File: src/rtl/rectangle128_keysched_writer_if.sv
// Host key-load and subkey-memory write signals of the RECTANGLE-128 key schedule writer.
// master = the writer itself, slave = host/memory side.
interface rectangle128_keysched_writer_if;
    logic         start;
    logic [127:0] Key;
    logic         busy;
    logic         done;
    logic         WE;
    logic [4:0]   WAddr;
    logic [63:0]  KeyOut;

    modport master (input start, Key, output busy, done, WE, WAddr, KeyOut);
    modport slave  (output start, Key, input busy, done, WE, WAddr, KeyOut);
endinterface

File: src/rtl/rectangle128_keysched_writer.sv
// Iterative RECTANGLE-128 key schedule: one 64-bit subkey written per cycle, NUM_SKEYS in total.
// Optional macro RECTANGLE128_KS_REVERSE_EN writes the subkeys at descending addresses.
module rectangle128_keysched_writer #(
    parameter int         NUM_SKEYS = 26,
    parameter logic [4:0] RC_INIT   = 5'h01
) (
    input  logic                                  Clk,
    input  logic                                  flush,
    rectangle128_keysched_writer_if.master        bus
);
    typedef enum logic [1:0] {IDLE, GEN, DONE} state_t;

    localparam logic [4:0] LAST_CNT = 5'(NUM_SKEYS - 1);
    // Entry 0 is the rightmost nibble: S(0)=6 ... S(15)=2.
    localparam logic [15:0][3:0] SBOX = {4'h2, 4'h4, 4'hF, 4'h8, 4'hD, 4'h3, 4'h0, 4'hB,
                                         4'h9, 4'h7, 4'hE, 4'h1, 4'hA, 4'hC, 4'h5, 4'h6};

    state_t           state, state_nxt;
    logic [3:0][31:0] rows;
    logic [4:0]       rc, cnt;
    logic             accept, last;
    logic             we_nxt, done_nxt;
    logic [4:0]       waddr_nxt;
    logic             we_q, done_q;
    logic [4:0]       waddr_q;
    logic [63:0]      keyout_q;

    function automatic logic [63:0] subkey(input logic [3:0][31:0] r);
        return {r[3][15:0], r[2][15:0], r[1][15:0], r[0][15:0]};
    endfunction

    // S-box on the eight low columns, row mixing, then round-constant injection.
    function automatic logic [3:0][31:0] round_fn(input logic [3:0][31:0] r, input logic [4:0] c);
        logic [3:0][31:0] s;
        logic [3:0][31:0] o;
        logic [3:0]       nib;
        s = r;
        for (int j = 0; j < 8; j++) begin
            nib = SBOX[{r[3][j], r[2][j], r[1][j], r[0][j]}];
            for (int k = 0; k < 4; k++) s[k][j] = nib[k];
        end
        o[0]      = {s[0][23:0], s[0][31:24]} ^ s[1];
        o[1]      = s[2];
        o[2]      = s[3];
        o[3]      = {s[3][15:0], s[3][31:16]} ^ s[0];
        o[0][4:0] = o[0][4:0] ^ c;
        return o;
    endfunction

    assign accept = bus.start && (state != GEN);
    assign last   = (cnt == LAST_CNT);

    always_ff @(posedge Clk or posedge flush) begin
        if (flush) state <= IDLE;
        else       state <= state_nxt;
    end

    always_comb begin
        // NOTE: every combinational output gets a default first so no path can infer a latch.
        state_nxt = state;
        case (state)
            IDLE:    if (bus.start) state_nxt = GEN;
            GEN:     if (last) state_nxt = DONE;
            DONE:    state_nxt = bus.start ? GEN : IDLE;
            default: state_nxt = IDLE;
        endcase
    end

    always_comb begin
        bus.busy  = (state == GEN);
        we_nxt    = (state == GEN);
        done_nxt  = (state == DONE);
`ifdef RECTANGLE128_KS_REVERSE_EN
        waddr_nxt = LAST_CNT - cnt;
`else
        waddr_nxt = cnt;
`endif
    end

    // NOTE: sequential state uses non-blocking assignments so every register samples pre-edge values.
    always_ff @(posedge Clk or posedge flush) begin
        if (flush) begin
            rows <= '0;
            rc   <= RC_INIT;
            cnt  <= '0;
        end else if (accept) begin
            rows <= bus.Key;
            rc   <= RC_INIT;
            cnt  <= '0;
        end else if (state == GEN && !last) begin
            rows <= round_fn(rows, rc);
            rc   <= {rc[3:0], rc[4] ^ rc[2]};
            cnt  <= cnt + 5'd1;
        end
    end

    // Address and data hold their last written values outside GEN.
    always_ff @(posedge Clk or posedge flush) begin
        if (flush) begin
            we_q     <= 1'b0;
            done_q   <= 1'b0;
            waddr_q  <= '0;
            keyout_q <= '0;
        end else begin
            we_q   <= we_nxt;
            done_q <= done_nxt;
            if (we_nxt) begin
                waddr_q  <= waddr_nxt;
                keyout_q <= subkey(rows);
            end
        end
    end

    assign bus.WE     = we_q;
    assign bus.done   = done_q;
    assign bus.WAddr  = waddr_q;
    assign bus.KeyOut = keyout_q;
endmodule

File: src/flat_wrapper.sv
// flat-port wrapper written by rule: the top's interface ports become plain ports
module rectangle128_keysched_writer_flat 
#(
    parameter int         NUM_SKEYS = 26,
    parameter logic [4:0] RC_INIT   = 5'h01
)
  (Clk, flush, bus_start, bus_Key, bus_busy, bus_done, bus_WE, bus_WAddr, bus_KeyOut);
  rectangle128_keysched_writer_if bus_i ();
  input  logic Clk;
  input  logic flush;
  input wire logic [$bits(bus_i.start)-1:0] bus_start;
  input wire logic [$bits(bus_i.Key)-1:0] bus_Key;
  output wire logic [$bits(bus_i.busy)-1:0] bus_busy;
  output wire logic [$bits(bus_i.done)-1:0] bus_done;
  output wire logic [$bits(bus_i.WE)-1:0] bus_WE;
  output wire logic [$bits(bus_i.WAddr)-1:0] bus_WAddr;
  output wire logic [$bits(bus_i.KeyOut)-1:0] bus_KeyOut;
  assign bus_i.start = bus_start;
  assign bus_i.Key = bus_Key;
  assign bus_busy = bus_i.busy;
  assign bus_done = bus_i.done;
  assign bus_WE = bus_i.WE;
  assign bus_WAddr = bus_i.WAddr;
  assign bus_KeyOut = bus_i.KeyOut;
  rectangle128_keysched_writer #(.NUM_SKEYS(NUM_SKEYS), .RC_INIT(RC_INIT)) u_core (.Clk(Clk), .flush(flush), .bus(bus_i));
endmodule
File: config.mk
export PLATFORM = sky130hd
export DESIGN_NAME = rectangle128_keysched_writer_flat
export DESIGN_NICKNAME = d
export VERILOG_FILES = /design/src/rtl/rectangle128_keysched_writer_if.sv /design/src/rtl/rectangle128_keysched_writer.sv /design/src/flat_wrapper.sv
export SDC_FILE = /design/constraint.sdc
export NUM_CORES = 1
export LEC_CHECK = 0
export BUFFER_PORTS_ARGS = -buffer_cell sky130_fd_sc_hd__buf_2
export CORE_MARGIN = 10
export CORE_UTILIZATION = 47
export DETAILED_ROUTE_END_ITERATION = 8
export GPL_TIMING_DRIVEN = 0
export PLACE_DENSITY = 0.7
export SYNTH_ARGS = -nofsm -noshare
export SYNTH_HDL_FRONTEND = slang
export SYNTH_SLANG_ARGS = --single-unit
File: constraint.sdc
create_clock -name Clk -period 7.6 [get_ports Clk]
set_input_delay 0.38 -clock Clk [delete_from_list [all_inputs] [get_ports Clk]]
set_output_delay 0.38 -clock Clk [all_outputs]
set_load 0.02 [all_outputs]
==> results of run 1 <==
final cells by class:
class	count	area, µm²
timing repair buffer	204	1050
buffer	80	404
clock inverter	7	87.6
sequential	211	5280
tap	280	350
antenna	1	2.50
clock buffer	33	653
inverter	21	91.3
fill	2015	9250
multi-input combinational	832	4660
logic make-up (layout without fill, tap and decap cells):
family | after synthesis | in the layout
xor gates and xnor gates | 82 | 82
DFF | 211 | 211
other | 0 | 1
muxes | 14 | 14
buffers and inverters | 101 | 345
AOI/OAI and AO/OA | 236 | 236
adders and majority gates | 38 | 38
and+or+nand+nor | 462 | 462
worst register-to-register path, stage by stage, from the launching register on:
cell and delay, ps:
dfrtp_1 410, inv_1 130, ha_1 210, nand4b_4 170, nand2_2 160, buf_2 270
buf_2 360, nor2_1 90, a221o_1 260
cell usage after synthesis (13+ instances only):
cell / n
a211oi_1: 13
a21oi_1: 43
a22oi_1: 36
a31oi_1: 14
and3_1: 14
buf_2: 53
clkbuf_1: 16
dfrtp_1: 210
ha_1: 38
inv_1: 20
mux2i_1: 14
nand2_1: 267
nand2b_1: 13
nor2_1: 138
o21ai_0: 66
o22ai_1: 51
xnor2_1: 25
xor2_1: 57
state kept, by name (all words and copies together), names as in the netlist:
signal,cells
u_core.rc,5
u_core.cnt,5
u_core.bus.WAddr,5
u_core.bus.KeyOut,64
u_core.bus.WE,1
u_core.rows,128
u_core.state,2
u_core.bus.done,1
worst paths after layout:
| check | start | to | slack (ps) | cells past startpoint |
|---|---|---|---|---|
| worst max-delay path | u_core.state[1] | bus_busy | 5060 | 6 |
| worst min-delay path | bus_Key[33] | u_core.rows[33] | 70 | 3 |
| worst max register to register | u_core.cnt[1] | u_core.rows[106] | 5420 | 8 |
| worst min register to register | u_core.state[0] | u_core.bus.done | 460 | 1 |
| max in group asynchronous | flush | u_core.rows[76] | 6050 | 4 |
| min in group asynchronous | flush | u_core.bus.KeyOut[1] | 490 | 3 |
report_power, final:
part | internal (µW) | switching (µW) | leakage (µW)
Combinational | 1370 | 2190 | 0.00332
Sequential | 1760 | 572 | 0.00249
Clock | 663 | 459 | 0.000363
Total | 3790 | 3220 | 0.00617
through the flow:
stage          setup WS (ps)  hold WS [ps]  power [µW]  area, µm²
3_3_place_gp           -1070           447        5710      11800
2_1_floorplan           1460           420        4700      10400
6_report                5060          73.7        7010      12600
5_1_grt                 4970          69.1        7500      12600
3_5_place_dp            5470           448        5850      11800
4_1_cts                 5060          66.2        6980      12600
routing by layer:
layer | part of all wire [%] | global-route usage [%] | vias to the layer above
met3 | 11 | 5.63 | 78
met1 | 41 | 32.4 | 4453
met5 | 0 | 0 | -
met4 | 3.9 | 9.84 | 0
li1 | - | - | 4288
met2 | 45 | 37.0 | 536
cell usage in the layout, fill, tap and decap left out, drive strengths merged:
master	n
a211oi	13
a21o	1
a21oi	43
a221o	2
a22oi	36
a31oi	14
and2	1
and3	14
buf	267
bufinv	2
clkbuf	49
clkinv	4
clkinvlp	1
dfrtp	210
dfstp	1
diode	1
dlygate4sd3	1
ha	38
inv	21
mux2i	14
nand2	268
nand2b	13
nand3	12
nand4	2
nand4b	1
nor2	140
nor2b	5
nor3	6
o211ai	3
o21ai	66
o221ai	6
o22ai	51
o31a	1
xnor2	25
xor2	57
repair_timing:
item,CTS,global route
hold buffers,1,0
hold endpoints to repair,43,0
setup endpoints to repair,0,0
==> out/metrics.cfg, run 1 <==
[yosys]
ys_warn_count = 0
synth_xor_area_share_pct = 6.89
synthCells = 1144
synth.top_cell.area_share_pct = 50.4
synthAdderAreaFrac_pct = 4.56
synth-simple-area-share_pct = 18.1
synth_top_family_by_area = simple AND/OR/NAND/NOR gates
synth_top_cell_by_area = dfrtp_1
synth_ff_type = dfrtp_1
muxShareOfSynthArea_pct = 1.34
synth_area_um2 = 10400
avgSynthCellArea_um2 = 9.11
synth_edf_count = 0
ys_seq_area_share_pct = 50.7
async_flop_share_pct = 100
synth.area.top_cells = dfrtp_1, nand2_1, nor2_1, xor2_1, ha_1
synth_compound_area_share_pct = 13.7
synth_cell_types = 37
synth_seq_cells = 211
syn-num-nets = 1313

[worst_setup_path]
cpMaxStageDelayCell = dfrtp_1
end_kind = output port
cp.required_ps = 7220
cp-start-kind = flip-flop
worstPathArrival_ps = 2160
critPathMaxStageDelay_ps = 380
crit_type = reg -> out
crit_buf_inv = 5
cp_top_family = buffers and inverters
crit_top_cell = buf_2
crit_path_max_fanout = 11
crit_chain = nand2b_1 > buf_4 > inv_6 > buf_2 > buf_2 > buf_2

[cells_and_area]
final_layout_size_suffix_gt1_share_pct = 21.9
fin_cells = 1669
nNetsFinal = 1542
final_util_pct = 57.6
syn_to_final_growth_pct = 20.6

[timing]
fin_crit_ps = 2540
slew-limit-headroom_pct = 53.9
clock_skew_ps = 9.03
fmaxAchievable_ghz = 0.393
worst_slew_pin_slew_ps = 691
period_share_pct = 33.5
finalSetupViolations = 0
grt_setup_unrepaired = no
slew_viol_final = 0
tns_ps = 0
finalHoldViolations = 0

[floorplan]
fp-row-count = 54
start_util_pct = 47.8
die_y_um = 169
die_w_um = 169
core_um2 = 21800
fp.dieArea_um2 = 28500
ios = 203

[drt]
drtAntennaViolNets = 0
drc = 0
vias = 9355
drt_iter0_drc = 1093
routedWlPerCell_um = 21.5
drtPass1Iterations = 5
wirelength_mm = 35.9
via_per_inst = 5.61

[power]
vdd_ir_drop_max_mv = 0.229
p_leak_uw = 0.00617
p_per_area_nw_per_um2 = 558

[clock_network]
htree_num_levels = 1
cts-root-buf = clkbuf_16
cts_resized = 0
clk_pin_slew_ps = 60
clockBufferDepth = 3
clkLatencyLatePin_ps = 510
cts_tree = built
clock_sinks = 211
postCtsSetupRepairBufs = 0
cts_buffers = 23

[placement]
dp.cells = 1627
hpwlAfterDp_mm = 26.7
gp_congestion = 0.916
port_buffers = 202

[grt]
grt_use_total_pct = 24.2
grt_pass1_vias = 9375
gr-total-overflow = 0
antenna_found_initial = 1
grt_max_degree = 130
grt_pass1_wl_mm = 54.1

[hold_path]
hp-class = in -> reg

[run]
drv_cap = 0

[outcome]
status = finished, final reports clean

No activity file was read; power rests on OpenSTA's default activity.
==> run 2, diff against run 1 <==
--- a/config.mk
+++ b/config.mk
@@ -10,7 +10,7 @@
 export CORE_UTILIZATION = 47
 export DETAILED_ROUTE_END_ITERATION = 8
 export GPL_TIMING_DRIVEN = 0
-export PLACE_DENSITY = 0.7
+export PLACE_DENSITY = 0.72
 export SYNTH_ARGS = -nofsm -noshare
 export SYNTH_HDL_FRONTEND = slang
 export SYNTH_SLANG_ARGS = --single-unit
==> constraint.sdc (replaced) <==
create_clock -name Clk -period 2 [get_ports Clk]
set_input_delay 0.1 -clock Clk [delete_from_list [all_inputs] [get_ports Clk]]
set_output_delay 0.1 -clock Clk [all_outputs]
set_load 0.02 [all_outputs]
==> run 2 against run 1 <==
- critical path depth increased by 2
- clock-buffer cell count fell by 3
- hold slack better by 130 ps
- global-route usage rose by 1.9 points
- first-iteration DRC count down 12%
- sequential share of layout area decreased by 4.7 points
- die area did not move
- combinational power grew to 3.9 times the previous value
- sequential power rose to 3.8 times the previous value
- total power grew to 4.0 times the previous value
- largest power group unchanged
- highest routed layer unchanged
==> out/metrics.cfg, run 2 (same netlist as run 1, synthesis figures left out) <==
[timing]
period_share_pct = 97.9
slew-limit-headroom_pct = 57.3
fin_crit_ps = 1960
finalSetupViolations = 0
finalHoldViolations = 0
clock_skew_ps = 10.3
hold_ws_ps = 199
slew_viol_final = 0
worst_slew_pin_slew_ps = 641
fmaxAchievable_ghz = 0.511

[cells_and_area]
nNetsFinal = 1678
syn_to_final_growth_pct = 35.8
top_register = u_core.rows
final_area_um2 = 14200
final_common_cell = nand2_1
diodes = 0
final_layout_size_suffix_gt1_share_pct = 21.9
largest_register_ffs = 128
mostFrequentLayoutCells = nand2_1, buf_2, dfrtp_1

[grt]
grt_pass1_vias = 9958
grtUsageMet1_pct = 34.1
grt_use_total_pct = 26.1
grt_use_met3_pct = 4.56
grt_pass1_wl_mm = 58.4
grt_max_degree = 43
grt_use_met2_pct = 42.2
busiest_layer = met2
antenna_found_initial = 0
gr-total-overflow = 0

[floorplan]
core_um2 = 21800
fp.dieArea_um2 = 28500
fp-row-count = 54
start_util_pct = 47.8
ios = 203
die_w_um = 169
die_y_um = 169

[placement]
gp_congestion = 0.922
placed_area_um2 = 11900
port_buffers = 202
hpwlAfterDp_mm = 26.9

[clock_network]
htree_num_levels = 1
clock_sinks = 211
cts_tree = built
clkLatencyLatePin_ps = 520
cts-root-buf = clkbuf_16
cts_buffers = 24
clk_pin_slew_ps = 60
clockBufferDepth = 3

[drt]
drtPass1Iterations = 5
drc = 0
wirelength_mm = 38.8
drt_iter0_drc = 966
routedWlPerCell_um = 21.5
vias = 10104
via_per_inst = 5.59
drtAntennaViolNets = 0

[power]
p_per_area_nw_per_um2 = 1960
p_leak_uw = 0.00683
vdd_ir_drop_max_mv = 0.806

[worst_setup_path]
cp.required_ps = 2400
cp-start-kind = flip-flop
crit_path_max_fanout = 10
crit_type = reg -> reg
reg2reg_slack_ps = 40
end_kind = flip-flop
worstPathArrival_ps = 2360

[hold_path]
hp-class = in -> async

[run]
drv_cap = 0

[outcome]
status = finished, final reports clean

==> run 2: cell types whose count changed in the layout (fill, tap and decap cells not counted), sizes merged <==
cell,change
dlygate4sd3,+129
buf,+3
clkinv,+3
clkinvlp,+3
bufinv,+2
diode,-1
inv,-1
==> run 2: routing by layer <==
layer / up-vias / routed length [µm] / part of all wire (%)
met5: - / 0 / 0
met4: 0 / 1450 / 3.7
met3: 89 / 3880 / 10
met2: 574 / 18200 / 47
met1: 4885 / 15200 / 39
li1: 4556 / - / -
==> run 2: path summary, 6_finish.rpt <==
check	start	endpoint	cells after the start
max	u_core.cnt[1]	u_core.rows[79]	8
min	flush	u_core.bus.KeyOut[17]	3
max reg2reg	u_core.cnt[1]	u_core.rows[79]	8
min reg2reg	u_core.state[0]	u_core.bus.done	1
max in group asynchronous	flush	u_core.bus.KeyOut[12]	5
min in group Clk	bus_Key[35]	u_core.rows[35]	4
==> run 2: critical path, cell delays in order (launching register included) <==
cell and delay (ps):
dfrtp_1 420, inv_2 110, ha_2 200, nand4b_4 170
and2_1 210, buf_6 160, buf_2 220, a22oi_1 270
nand2_1 70
==> run 2: where the power goes <==
part / switching (µW) / internal, µW / leakage (µW)
Sequential: 2230 / 6700 / 0.00248
Combinational: 8480 / 5520 / 0.00392
Clock: 1870 / 2970 / 0.000428
Total: 12600 / 15200 / 0.00683
==> run 2: cell type report <==
type                       instances  area (µm²)
clock buffer                      30         694
inverter                          21        87.6
multi-input combinational        832        4680
timing repair buffer             339        2430
tap                              280         350
sequential                       211        5290
clock inverter                    14         178
buffer                            80         457
fill                            1755        7660
==> run 2: through the flow <==
| step | utilization (%) | std cells | total power, µW | worst slack (ps) | setup TNS, ps |
|---|---|---|---|---|---|
| final | 64.9 | 1807 | 27800 | 42.3 | 0 |
| after detailed placement | 54.5 | 1631 | 22200 | -140 | -1460 |
| after floorplan | - | 1144 | 17900 | -841 | -176830 |
| after CTS | 64.5 | 1805 | 27400 | 5.31 | 0 |
| after global placement | 54.0 | 1626 | 21700 | -2200 | -462340 |
| after global routing | 64.9 | 1807 | 29500 | -16.9 | -21.2 |
==> run 2: timing repair <==
item,in CTS,in global routing
hold buffers,130,0
cloned,0,0
setup buffers,0,2
gates resized for setup,8,30
pin swaps,0,0
endpoints found under the setup margin,18,99
hold endpoints to repair,151,0
==> run 3, diff against run 2 <==
--- a/config.mk
+++ b/config.mk
@@ -9,7 +9,7 @@
 export CORE_MARGIN = 10
 export CORE_UTILIZATION = 47
 export DETAILED_ROUTE_END_ITERATION = 8
-export GPL_TIMING_DRIVEN = 0
+export GPL_TIMING_DRIVEN = 1
 export PLACE_DENSITY = 0.72
 export SYNTH_ARGS = -nofsm -noshare
 export SYNTH_HDL_FRONTEND = slang
==> run 3 against run 2 <==
- final cell count decreased by 3.5%
- combinational power shrank 9%
- clock-buffer cell count grew 3
- via count is 5.3% lower
- non-clock buffer count decreased by 64
- core utilization fell by 1.5 points
- cell area shrank 2.3%
- global-route usage shrank 2.9 points
- total power fell by 4.4%
- clock skew grew 5.6 ps
- sequential power grew 3.5%
==> out/metrics.cfg, run 3 (same netlist as run 1, synthesis figures left out) <==
[outcome]
status = finished, final reports clean

[cells_and_area]
mostFrequentLayoutCells = nand2_1, dfrtp_1, buf_2
largest_register_ffs = 128
syn_to_final_growth_pct = 32.7
final_layout_size_suffix_gt1_share_pct = 18.9
nNetsFinal = 1614
final_common_cell = nand2_1
top_register = u_core.rows
diodes = 0

[floorplan]
die_w_um = 169
fp.dieArea_um2 = 28500
ios = 203
die_y_um = 169
fp-row-count = 54
start_util_pct = 47.8
core_um2 = 21800

[grt]
gr-total-overflow = 0
grt_max_degree = 94
antenna_found_initial = 0
grt_pass1_wl_mm = 53.7
grt_use_total_pct = 23.2
grt_pass1_vias = 9458

[worst_setup_path]
crit_buf_inv = 2
cp-start-kind = flip-flop
crit_path_max_fanout = 24
crit_chain = inv_1 > ha_1 > nand4b_4 > and2_2 > nor2_8 > buf_12 > a22oi_1 > o21ai_0
end_kind = flip-flop
rr_startpoint = u_core.cnt[1]
worstPathArrival_ps = 2310
cpMaxStageDelayCell = dfrtp_1
cp_top_family = simple AND/OR/NAND/NOR gates
cp.required_ps = 2430
r2r_end = u_core.rows[8]
crit_type = reg -> reg
reg2regPathDepth = 8
reg2reg_slack_ps = 110
critPathMaxStageDelay_ps = 420

[drt]
routedWlPerCell_um = 19.6
drc = 0
drtPass1Iterations = 5
wirelength_mm = 34.1
drt_iter0_drc = 893
via_per_inst = 5.49
vias = 9566
drtAntennaViolNets = 0

[timing]
worst_slack_ps = 114
fmaxAchievable_ghz = 0.530
slew_viol_final = 0
grt_setup_unrepaired = no
finalHoldViolations = 0
clock_skew_ps = 15.9
period_share_pct = 94.3
finalSetupViolations = 0
slew-limit-headroom_pct = 38.7
hold_ws_ps = 63.2
fin_crit_ps = 1890
worst_slew_pin_slew_ps = 920

[power]
vdd_ir_drop_max_mv = 1.06
p_per_area_nw_per_um2 = 1920
p_leak_uw = 0.00663

[clock_network]
clockBufferDepth = 3
cts-root-buf = clkbuf_16
clock_sinks = 211
htree_num_levels = 1
cts_buffers = 24
cts_resized = 0
clk_pin_slew_ps = 70
clkLatencyLatePin_ps = 520
cts_tree = built
postCtsSetupRepairBufs = 0

[placement]
hpwlAfterDp_mm = 22.8
port_buffers = 202
gp_congestion = 0.866
place_ws_ps = 156

[hold_path]
hp-class = in -> async

[run]
drv_cap = 0

[run 3: changes by cell type in the layout (fill, tap and decap cells not counted), moves of 3 or more]
cell        change
buf_1           -4
clkbuf_1        -9
buf_2          -43
clkbuf_4        -3
dfrtp_2         -5
buf_12          +6
clkbuf_2        -4
dfrtp_1         +5
clkinvlp_4      -3
buf_6           -3
buf_8           -3
[run 3: area by class of cell]
| class | count | area, µm² |
|---|---|---|
| multi-input combinational | 832 | 4680 |
| fill | 1739 | 7990 |
| timing repair buffer | 355 | 2620 |
| inverter | 21 | 87.6 |
| sequential | 211 | 5280 |
| clock inverter | 11 | 109 |
| clock buffer | 33 | 706 |
| tap | 280 | 350 |
[run 3: through the flow]
stage	cells	total power (µW)	cell area [µm²]	setup TNS (ps)	util [%]
global placement	1569	21200	11700	0	53.7
finish	1743	26600	13800	0	63.4
global route	1743	28600	13800	0	63.4
detailed placement	1569	21700	11700	0	53.7
floorplan	1144	17900	10400	-176830	-
CTS	1743	26600	13800	0	63.4
[run 3: metal layers]
layer	share of wire (%)	global-route usage [%]	vias to the layer above	wire length, µm
met5	0	0	-	0
met4	1.5	4.50	0	508
met3	8.7	4.77	41	2970
met2	48	37.9	421	16300
met1	42	31.3	4665	14300
li1	-	-	4439	-
[run 3: power by group]
part,switching [µW],internal (µW)
registers,2540,6690
clock network,1800,2720
logic,7510,5310
[run 3: how the worst max path moves through the flow]
stage / from / endpoint / slack (ps) / cells after the start
after global placement: u_core.cnt[1] / u_core.rows[68] / 240 / 8
final: u_core.cnt[1] / u_core.rows[8] / 110 / 8
after CTS: u_core.rows[34] / u_core.rows[114] / 150 / 7
after global routing: u_core.cnt[1] / u_core.rows[8] / 10 / 8
after detailed placement: u_core.cnt[1] / u_core.rows[8] / 160 / 8
after floorplan: flush / u_core.bus.KeyOut[0] / -840 / 1
[run 3: what timing repair did]
action                     in CTS  in global routing
hold buffers                  130                  0
setup endpoints to repair       0                  0
hold endpoints to repair      339                  0
[run 3: worst reg2reg max path, cell delays in order (launching register included)]
cell	delay [ps]
dfrtp_1	420
inv_1	80
ha_1	190
nand4b_4	170
and2_2	290
nor2_8	250
buf_12	210
a22oi_1	90
o21ai_0	110
